`src/rtl/y86_pkg.sv`:
```
// Shared Y86-64 encodings: instruction codes, status codes, the "no register"
// marker and the pipeline-control state encoding. The pipeline registers use
// the same constants.
package y86_pkg;

    // Instruction codes that the control logic cares about
    localparam logic [3:0] INOP    = 4'h1;
    localparam logic [3:0] IMRMOVQ = 4'h5;
    localparam logic [3:0] IJXX    = 4'h7;
    localparam logic [3:0] IRET    = 4'h9;
    localparam logic [3:0] IPOPQ   = 4'hB;

    // Architectural status codes
    localparam logic [3:0] SAOK = 4'h1;
    localparam logic [3:0] SHLT = 4'h2;
    localparam logic [3:0] SADR = 4'h3;
    localparam logic [3:0] SINS = 4'h4;

    // Register id meaning "no destination / no source"
    localparam logic [3:0] RNONE = 4'hF;

    // Run/drain/halt control states; the encoding is visible on the state port
    typedef enum logic [1:0] {
        ST_IDLE   = 2'd0,
        ST_RUN    = 2'd1,
        ST_DRAIN  = 2'd2,
        ST_HALTED = 2'd3
    } ctrl_state_e;

endpackage

```
`src/rtl/hazard_detect.sv`:
```
// Purely combinational hazard terms for the five-stage pipeline:
// load/use data hazard, return in flight, and mispredicted conditional jump.
module hazard_detect
    import y86_pkg::*;
(
    input  logic [3:0] D_icode,
    input  logic [3:0] E_icode,
    input  logic [3:0] M_icode,
    input  logic [3:0] E_dstM,
    input  logic [3:0] d_srcA,
    input  logic [3:0] d_srcB,
    input  logic       e_Cnd,
    output logic       load_use,
    output logic       ret_in,
    output logic       mispred
);

    logic e_is_load;

    // Evaluate hazard conditions from the current pipeline-register contents
    always_comb begin
        // NOTE: every signal written in a combinational block gets a value on
        // every path; a missing assignment would infer a latch.
        e_is_load = (E_icode == IMRMOVQ) || (E_icode == IPOPQ);
        load_use  = e_is_load && (E_dstM != RNONE) &&
                    ((E_dstM == d_srcA) || (E_dstM == d_srcB));
        ret_in    = (D_icode == IRET) || (E_icode == IRET) || (M_icode == IRET);
        mispred   = (E_icode == IJXX) && !e_Cnd;
    end

endmodule

```
`src/rtl/pipe_ctrl.sv`:
```
// Pipeline control for the five-stage Y86-64 core: per-register stall/bubble
// decisions, a run/drain/halt state machine that freezes the pipeline once an
// exception reaches write-back, and saturating cycle/retire counters.
module pipe_ctrl
    import y86_pkg::*;
#(
    parameter int CNT_W = 32
) (
    input  logic             clk,
    input  logic             rst,
    input  logic             go,
    input  logic [3:0]       D_icode,
    input  logic [3:0]       E_icode,
    input  logic [3:0]       M_icode,
    input  logic [3:0]       W_icode,
    input  logic [3:0]       E_dstM,
    input  logic [3:0]       d_srcA,
    input  logic [3:0]       d_srcB,
    input  logic             e_Cnd,
    input  logic [3:0]       m_stat,
    input  logic [3:0]       W_stat,
    output logic             F_stall,
    output logic             D_stall,
    output logic             D_bubble,
    output logic             E_bubble,
    output logic             M_bubble,
    output logic             W_stall,
    output logic [3:0]       proc_stat,
    output logic [1:0]       state,
    output logic [CNT_W-1:0] cycle_cnt,
    output logic [CNT_W-1:0] retire_cnt
);

    logic load_use;
    logic ret_in;
    logic mispred;
    logic m_exc;
    logic w_exc;
    logic active;

    ctrl_state_e      state_q,      state_d;
    logic [3:0]       proc_stat_q,  proc_stat_d;
    logic [CNT_W-1:0] cycle_cnt_q,  cycle_cnt_d;
    logic [CNT_W-1:0] retire_cnt_q, retire_cnt_d;

    hazard_detect u_hazard_detect (
        .D_icode  (D_icode),
        .E_icode  (E_icode),
        .M_icode  (M_icode),
        .E_dstM   (E_dstM),
        .d_srcA   (d_srcA),
        .d_srcB   (d_srcB),
        .e_Cnd    (e_Cnd),
        .load_use (load_use),
        .ret_in   (ret_in),
        .mispred  (mispred)
    );

    assign m_exc  = (m_stat != SAOK);
    assign w_exc  = (W_stat != SAOK);
    assign active = (state_q == ST_RUN) || (state_q == ST_DRAIN);

    // Next control state; the exception status is captured on entry to HALTED
    always_comb begin
        state_d     = state_q;
        proc_stat_d = proc_stat_q;
        unique case (state_q)
            ST_IDLE: begin
                if (go) state_d = ST_RUN;
            end
            ST_RUN: begin
                if (w_exc) begin
                    state_d     = ST_HALTED;
                    proc_stat_d = W_stat;
                end else if (m_exc) begin
                    state_d = ST_DRAIN;
                end
            end
            ST_DRAIN: begin
                // Older instructions keep flowing to W; no way back to RUN
                if (w_exc) begin
                    state_d     = ST_HALTED;
                    proc_stat_d = W_stat;
                end
            end
            ST_HALTED: begin
                state_d = ST_HALTED;
            end
            default: state_d = ST_IDLE;
        endcase
    end

    // Saturating performance counters, live only while the pipeline moves
    always_comb begin
        cycle_cnt_d  = cycle_cnt_q;
        retire_cnt_d = retire_cnt_q;
        if (active && (cycle_cnt_q != '1)) begin
            cycle_cnt_d = cycle_cnt_q + 1'b1;
        end
        // Bubbles carry NOP and the faulting instruction carries a non-AOK stat
        if (active && !w_exc && (W_icode != INOP) && (retire_cnt_q != '1)) begin
            retire_cnt_d = retire_cnt_q + 1'b1;
        end
    end

    // State, status and counter registers with asynchronous reset
    always_ff @(posedge clk or posedge rst) begin
        if (rst) begin
            state_q      <= ST_IDLE;
            proc_stat_q  <= SAOK;
            cycle_cnt_q  <= '0;
            retire_cnt_q <= '0;
        end else begin
            // NOTE: sequential state uses non-blocking assignments so every
            // register samples its pre-edge inputs regardless of statement order.
            state_q      <= state_d;
            proc_stat_q  <= proc_stat_d;
            cycle_cnt_q  <= cycle_cnt_d;
            retire_cnt_q <= retire_cnt_d;
        end
    end

    // Stall/bubble gating: hazard-driven while active, fully frozen otherwise
    always_comb begin
        F_stall  = 1'b1;
        D_stall  = 1'b1;
        D_bubble = 1'b0;
        E_bubble = 1'b0;
        M_bubble = 1'b0;
        W_stall  = 1'b1;
        if (active) begin
            F_stall  = load_use | ret_in;
            D_stall  = load_use;
            // A load/use stall holds D, so the return bubble must wait
            D_bubble = mispred | (ret_in & ~load_use);
            E_bubble = mispred | load_use;
            M_bubble = m_exc | w_exc;
            W_stall  = w_exc;
        end
    end

    assign state      = state_q;
    assign proc_stat  = proc_stat_q;
    assign cycle_cnt  = cycle_cnt_q;
    assign retire_cnt = retire_cnt_q;

endmodule

```
`config.mk`:
```
export PLATFORM = sky130hd
export DESIGN_NAME = pipe_ctrl
export DESIGN_NICKNAME = d
export VERILOG_FILES = /design/src/rtl/y86_pkg.sv /design/src/rtl/hazard_detect.sv /design/src/rtl/pipe_ctrl.sv
export SDC_FILE = /design/constraint.sdc
export NUM_CORES = 1
export LEC_CHECK = 0
export CORE_MARGIN = 5
export CORE_UTILIZATION = 47
export CTS_BUF_LIST = sky130_fd_sc_hd__clkbuf_16
export DETAILED_ROUTE_END_ITERATION = 8
export PLACE_DENSITY_LB_ADDON = 0.15
export SLEW_MARGIN = 30
export SYNTH_ARGS = -nofsm -noshare
export SYNTH_HDL_FRONTEND = slang
export SYNTH_HIERARCHICAL = 1
export SYNTH_SLANG_ARGS = --single-unit
```
`constraint.sdc`:
```
create_clock -name clk -period 3.15 [get_ports clk]
set_input_delay 0.945 -clock clk [delete_from_list [all_inputs] [get_ports clk]]
set_output_delay 0.945 -clock clk [all_outputs]
set_load 0.03 [all_outputs]
```
==> impl_metrics.tcl, run 1 <==
set metrics [dict create \
    postSynthAreaPerCell_um2 10.57 \
    dp_hpwl_mm 7.282 \
    root_buffer "clkbuf_16" \
    crit_path_max_fanout 2 \
    ir_worst_vdd_mv 0.2429 \
    synthTopCellsByCount "69 x dfrtp_1, 48 x xnor2_1, 39 x nand3_1" \
    wl_met3_um 407 \
    synth_warnings 6 \
    synth_area_um2 3687 \
    yosysTopAreaCell "dfrtp_1" \
    total_leakage_power_nw 2.389 \
    setup_ws_ps 29.38 \
    core_area_um2 7687 \
    post-route-min-period_ps 3121 \
    cts_buffers 9 \
    rsz0062_at_grt "yes" \
    cts_tree "yes" \
    setup.worst_path.end_class "output port" \
    min_path_cells 2 \
    ios 116 \
    dr.pass1.iters 4 \
    min_from "proc_stat[0]$_DFFE_PP1P_" \
    chipWidth_um 98.58 \
    worstSetupPathType "in2out" \
    clockBufferDepth 2 \
    tightest_slew_ps 769.9 \
    wl_per_cell_um 15.92 \
    clkTransAtPathRegs_ps 50 \
    rrSetupSlack_ps 690 \
    synth_seq_cells 70 \
    grt_start_max_net_pins 21 \
    crit_path_start_kind "input pin" \
    wirelength_mm 9.632 \
    ys_seq_area_share_pct 47.54 \
    ys.flop_type "dfrtp_1" \
    final_area_um2 5450 \
    status "complete, no violations" \
    cap_violations 0 \
    synth_cell_types 45 \
    place_area_um2 5121 \
    nNetsFinal 544 \
    period_share_pct 99.07 \
    die_h_um 98.58 \
    relSlewSlack_pct 48.37 \
    synth_edf_count 0 \
    top_layer "met4" \
    hold_viol_final 0 \
    dp_cells 588 \
    pre_cts_ws_ps -726.4 \
    max_freq_ghz 0.3204 \
    slew_violations 0 \
    synth_nets 395 \
    viasPerCell 5.403 \
    setup_viol 0 \
    powerDensity_nw_per_um2 347.4 \
    initial_core_util_pct 47.97 \
    r2r_end "retire_cnt[26]$_DFFE_PP0P_" \
    finalClockSkew_ps 3.588 \
    fp-row-count 32 \
    first_iter_violations 100 \
    min-delay-path-class "reg2reg" \
    synth_cells 349 \
    layout-drive-gt1-share_pct 16.90 \
    grt_antenna_before_repair 0 \
    layout.cells.non_filler 605 \
    n_antenna_cell 0 \
    cts_max_level 3 \
    via_count 3269 \
    cts.sinks 70 \
    min_to "proc_stat[0]$_DFFE_PP1P_" \
    wl_met2_mm 5.086 \
    grt_pass1_vias 3300 \
    die_area_um2 9717 \
    place.gp.congestion 0.8303 \
    reg2reg_depth 8 \
    async_reset_ff_share_pct 100.0 \
    ys_top_cells_by_area "dfrtp_1 47%, xnor2_1 11%, nand3_1 5.3%" \
    drc_errors 0 \
    area_growth_syn_to_layout_pct 47.81 \
    required_ps 2200 \
    post-synth-top-count-cell "dfrtp_1" \
    clk-insertion-delay-late_ps 320 \
    wl_met1_mm 3.930 \
    port_buffers 115 \
    grtUsageTotal_pct 19.91 \
    netlist.area_leader.share_pct 46.83 \
    ant_nets 0 \
    r2r-start "state[0]$_DFFE_PP0P_" \
    grt_overflow_total 0 \
    grt_pass1_wl_mm 15.82 \
    worstPathArrival_ps 2180 \
]
placed cells by master (no fill, tap or decap), types with 3 or more instances in the layout:
cell type and count:
clkdlybuf4s50_1 85, dfrtp_1 69, xnor2_1 47, nand3_1 39
buf_4 29, nor2_1 21, nand4_1 21, nand2_1 20
xor2_1 19, nor3_1 13, and3_1 12, inv_1 11
clkbuf_16 9, dlygate4sd2_1 9, clkbuf_2 7, ha_1 6
a21oi_1 5, o21ai_0 4, nand4b_1 4, nor4_2 4
dlymetal6s2s_1 4, clkdlybuf4s15_1 4, and4_1 3, nor4_4 3
a22o_1 3, nor3_2 3, a31oi_1 3, clkinv_2 3
metal layers:
| layer | up-vias | track usage [%] |
|---|---|---|
| li1 | 1562 | - |
| met1 | 1615 | 23.48 |
| met2 | 74 | 35.57 |
| met3 | 18 | 4.459 |
| met4 | 0 | 7.038 |
| met5 | - | 0 |
repair_timing:
item                                    CTS  global route
endpoints found under the setup margin    5             8
gates resized for setup                  39            31
hold buffers                              0             0
pin swaps                                13            11
buffers inserted                          1             0
worst max-delay path, stage by stage:
cell           delay (ps)
dlygate4sd2_1         240
xnor2_1               160
nand4_1               120
a21oi_2               200
inv_2                  70
buf_6                 110
a21oi_2               110
nor2_1                 50
buf_4                 160
through the flow:
step / power [W] / hold slack, ps / utilization [%] / setup TNS, ps
final: 0.001894 / 464.6 / 70.90 / 0
after global routing: 0.001955 / 496.1 / 70.90 / -38.89
after CTS: 0.001903 / 462.3 / 70.36 / 0
after detailed placement: 0.001033 / 454.0 / 66.62 / -4898
after global placement: 0.001030 / 450.8 / 66.62 / -4181
after floorplan: 0.0009561 / 519.3 / - / 0
worst max-delay path by stage:
stage | startpoint | end | cells after the start
floorplan | E_icode[1] | F_stall | 6
global placement | E_icode[2] | F_stall | 8
detailed placement | E_icode[2] | F_stall | 8
CTS | E_icode[3] | F_stall | 8
global route | d_srcA[0] | D_bubble | 9
finish | d_srcA[0] | D_bubble | 9
where the power goes:
group,total (W),internal (W),switching [W]
Combinational,0.000113,0.0000634,0.0000493
Clock,0.000877,0.000519,0.000358
Sequential,0.000904,0.000902,0.00000189
kinds of logic (layout without fill, tap and decap cells):
kind of cell | after synthesis | after routing | synth area share, %
fa+ha+maj | 6 | 6 | 2.036
flops | 70 | 70 | 47.54
mux | 3 | 3 | 0.9161
compound gates | 24 | 24 | 4.921
buf+inv | 14 | 168 | 1.731
xor+xnor | 67 | 67 | 15.91
simple gates | 165 | 165 | 26.94
flip-flops by register name, indices dropped and copies added, names as in the netlist:
register	cells
cycle_cnt	32
state	2
retire_cnt	32
proc_stat	4
layout make-up:
class                           count  area, um^2
Tap cell                          102       127.6
Fill cell                         618        2237
Timing Repair Buffer              141        1306
Multi-Input combinational cell    265        1963
Clock buffer                        9       225.2
Inverter                           11       41.29
Sequential cell                    70        1753
Clock inverter                      7       33.78
Power figures use the tool's default switching activity.
==> inputs of run 2 (changes only) <==
clock period = 3.5 ns   (was 3.15 ns; I/O delays follow)
==> impl_metrics.tcl, run 2 (same netlist as run 1, synthesis figures left out) <==
set metrics [dict create \
    max_freq_ghz 0.2889 \
    n_antenna_cell 0 \
    required_ps 2450 \
    finalClockSkew_ps 6.299 \
    ant_nets 0 \
    power_w 0.001751 \
    grt_pass1_vias 3325 \
    grt_pass1_wl_mm 15.90 \
    cap_violations 0 \
    area_growth_syn_to_layout_pct 46.69 \
    holdBufCountCts 0 \
    top_layer "met4" \
    grt_start_max_net_pins 31 \
    root_buffer "clkbuf_16" \
    dp_hpwl_mm 7.054 \
    post-route-min-period_ps 3461 \
    ios 116 \
    cts.sinks 70 \
    ir_worst_vdd_mv 0.2897 \
    tightest_slew_ps 869.4 \
    crit_path_start_kind "input pin" \
    cts_tree "yes" \
    die_h_um 98.58 \
    via_count 3175 \
    first_iter_violations 148 \
    cts_max_level 3 \
    reg2reg_depth 7 \
    core_area_um2 7687 \
    clockBufferDepth 2 \
    pre_cts_ws_ps -580.1 \
    min-delay-path-class "reg2reg" \
    clk-insertion-delay-late_ps 320 \
    worstPathArrival_ps 2410 \
    total_leakage_power_nw 2.369 \
    slew_violations 0 \
    wirelength_mm 9.415 \
    drc_errors 0 \
    hold_viol_final 0 \
    grt_antenna_before_repair 0 \
    dr.pass1.iters 4 \
    finalSetupTns_ps 0 \
    crit_path_max_fanout 2 \
    wl_met2_mm 4.778 \
    grt_overflow_total 0 \
    final_cell_mix "93 x clkdlybuf4s50_1, 69 x dfrtp_1, 48 x xnor2_1" \
    period_share_pct 98.90 \
    r2r-start "state[0]$_DFFE_PP0P_" \
    worstSetupPathType "in2out" \
    rrSetupSlack_ps 1070 \
    dp_cells 579 \
    setup_ws_ps 38.66 \
    viasPerCell 5.327 \
    powerDensity_nw_per_um2 323.7 \
    crit_path_end "F_stall" \
    grtUsageTotal_pct 19.99 \
    status "complete, no violations" \
    fp-row-count 32 \
    setup_viol 0 \
    cts_buffers 9 \
    wl_per_cell_um 15.80 \
    chipWidth_um 98.58 \
    relSlewSlack_pct 41.69 \
    setup.worst_path.end_class "output port" \
    die_area_um2 9717 \
    port_buffers 115 \
    clkTransAtPathRegs_ps 50 \
    wl_met1_mm 3.912 \
    initial_core_util_pct 47.97 \
    critPathLaunch "D_icode[0]" \
    layout_commonest_cell "clkdlybuf4s50_1" \
    layout-drive-gt1-share_pct 12.96 \
    wl_met3_um 497 \
    r2r_end "cycle_cnt[19]$_DFFE_PP0P_" \
    layout.cells.non_filler 596 \
    nNetsFinal 537 \
    place.gp.congestion 0.8395 \
]
[run 2: report_power, final]
part           total [W]  internal [W]  leakage, nW  switching [W]
combinational   0.000101     0.0000587         1.28      0.0000419
clock           0.000837      0.000532        0.139       0.000304
sequential      0.000814      0.000812        0.954     0.00000179
total            0.00175       0.00140         2.37       0.000348
[run 2: cell type report]
type	instances	area [um^2]
Clock inverter	5	45.04
Inverter	11	41.29
Timing Repair Buffer	134	1310
Multi-Input combinational cell	265	1907
Clock buffer	9	225.2
Sequential cell	70	1753
Fill cell	619	2278
Tap cell	102	127.6
[run 2: worst min-delay path by stage]
| stage | start | endpoint | slack, ps | cells after the start |
|---|---|---|---|---|
| 2_1_floorplan | proc_stat[0]$_DFFE_PP1P_ | proc_stat[0]$_DFFE_PP1P_ | 520 | 2 |
| 3_3_place_gp | proc_stat[0]$_DFFE_PP1P_ | proc_stat[0]$_DFFE_PP1P_ | 450 | 2 |
| 3_5_place_dp | proc_stat[0]$_DFFE_PP1P_ | proc_stat[0]$_DFFE_PP1P_ | 460 | 2 |
| 4_1_cts | proc_stat[0]$_DFFE_PP1P_ | proc_stat[0]$_DFFE_PP1P_ | 470 | 2 |
| 5_1_grt | proc_stat[0]$_DFFE_PP1P_ | proc_stat[0]$_DFFE_PP1P_ | 490 | 2 |
| 6_report | proc_stat[0]$_DFFE_PP1P_ | proc_stat[0]$_DFFE_PP1P_ | 470 | 2 |
[run 2: routing by layer]
layer  global-route usage (%)  vias up
met5                        0        -
met4                    8.193        0
met3                    5.449       22
met2                    33.96       75
met1                    23.97     1541
li1                         -     1537
[run 2: repair_timing]
action	4_1_cts	5_1_grt
setup buffers	2	1
pin swaps	0	15
setup endpoints to repair	4	4
resized for setup	17	22
[run 2: metrics by stage]
stage	util, %	cell area, um^2	hold WS, ps
floorplan	-	3687	519.3
global placement	65.90	5066	450.6
detailed placement	65.90	5066	456.8
CTS	69.61	5351	466.4
global route	70.36	5409	489.6
finish	70.36	5409	465.5
[run 2: critical path, cell delays in order]
cell,delay [ps]
clkdlybuf4s50_1,400
nor4bb_2,170
or3_4,340
or2_2,310
buf_6,140
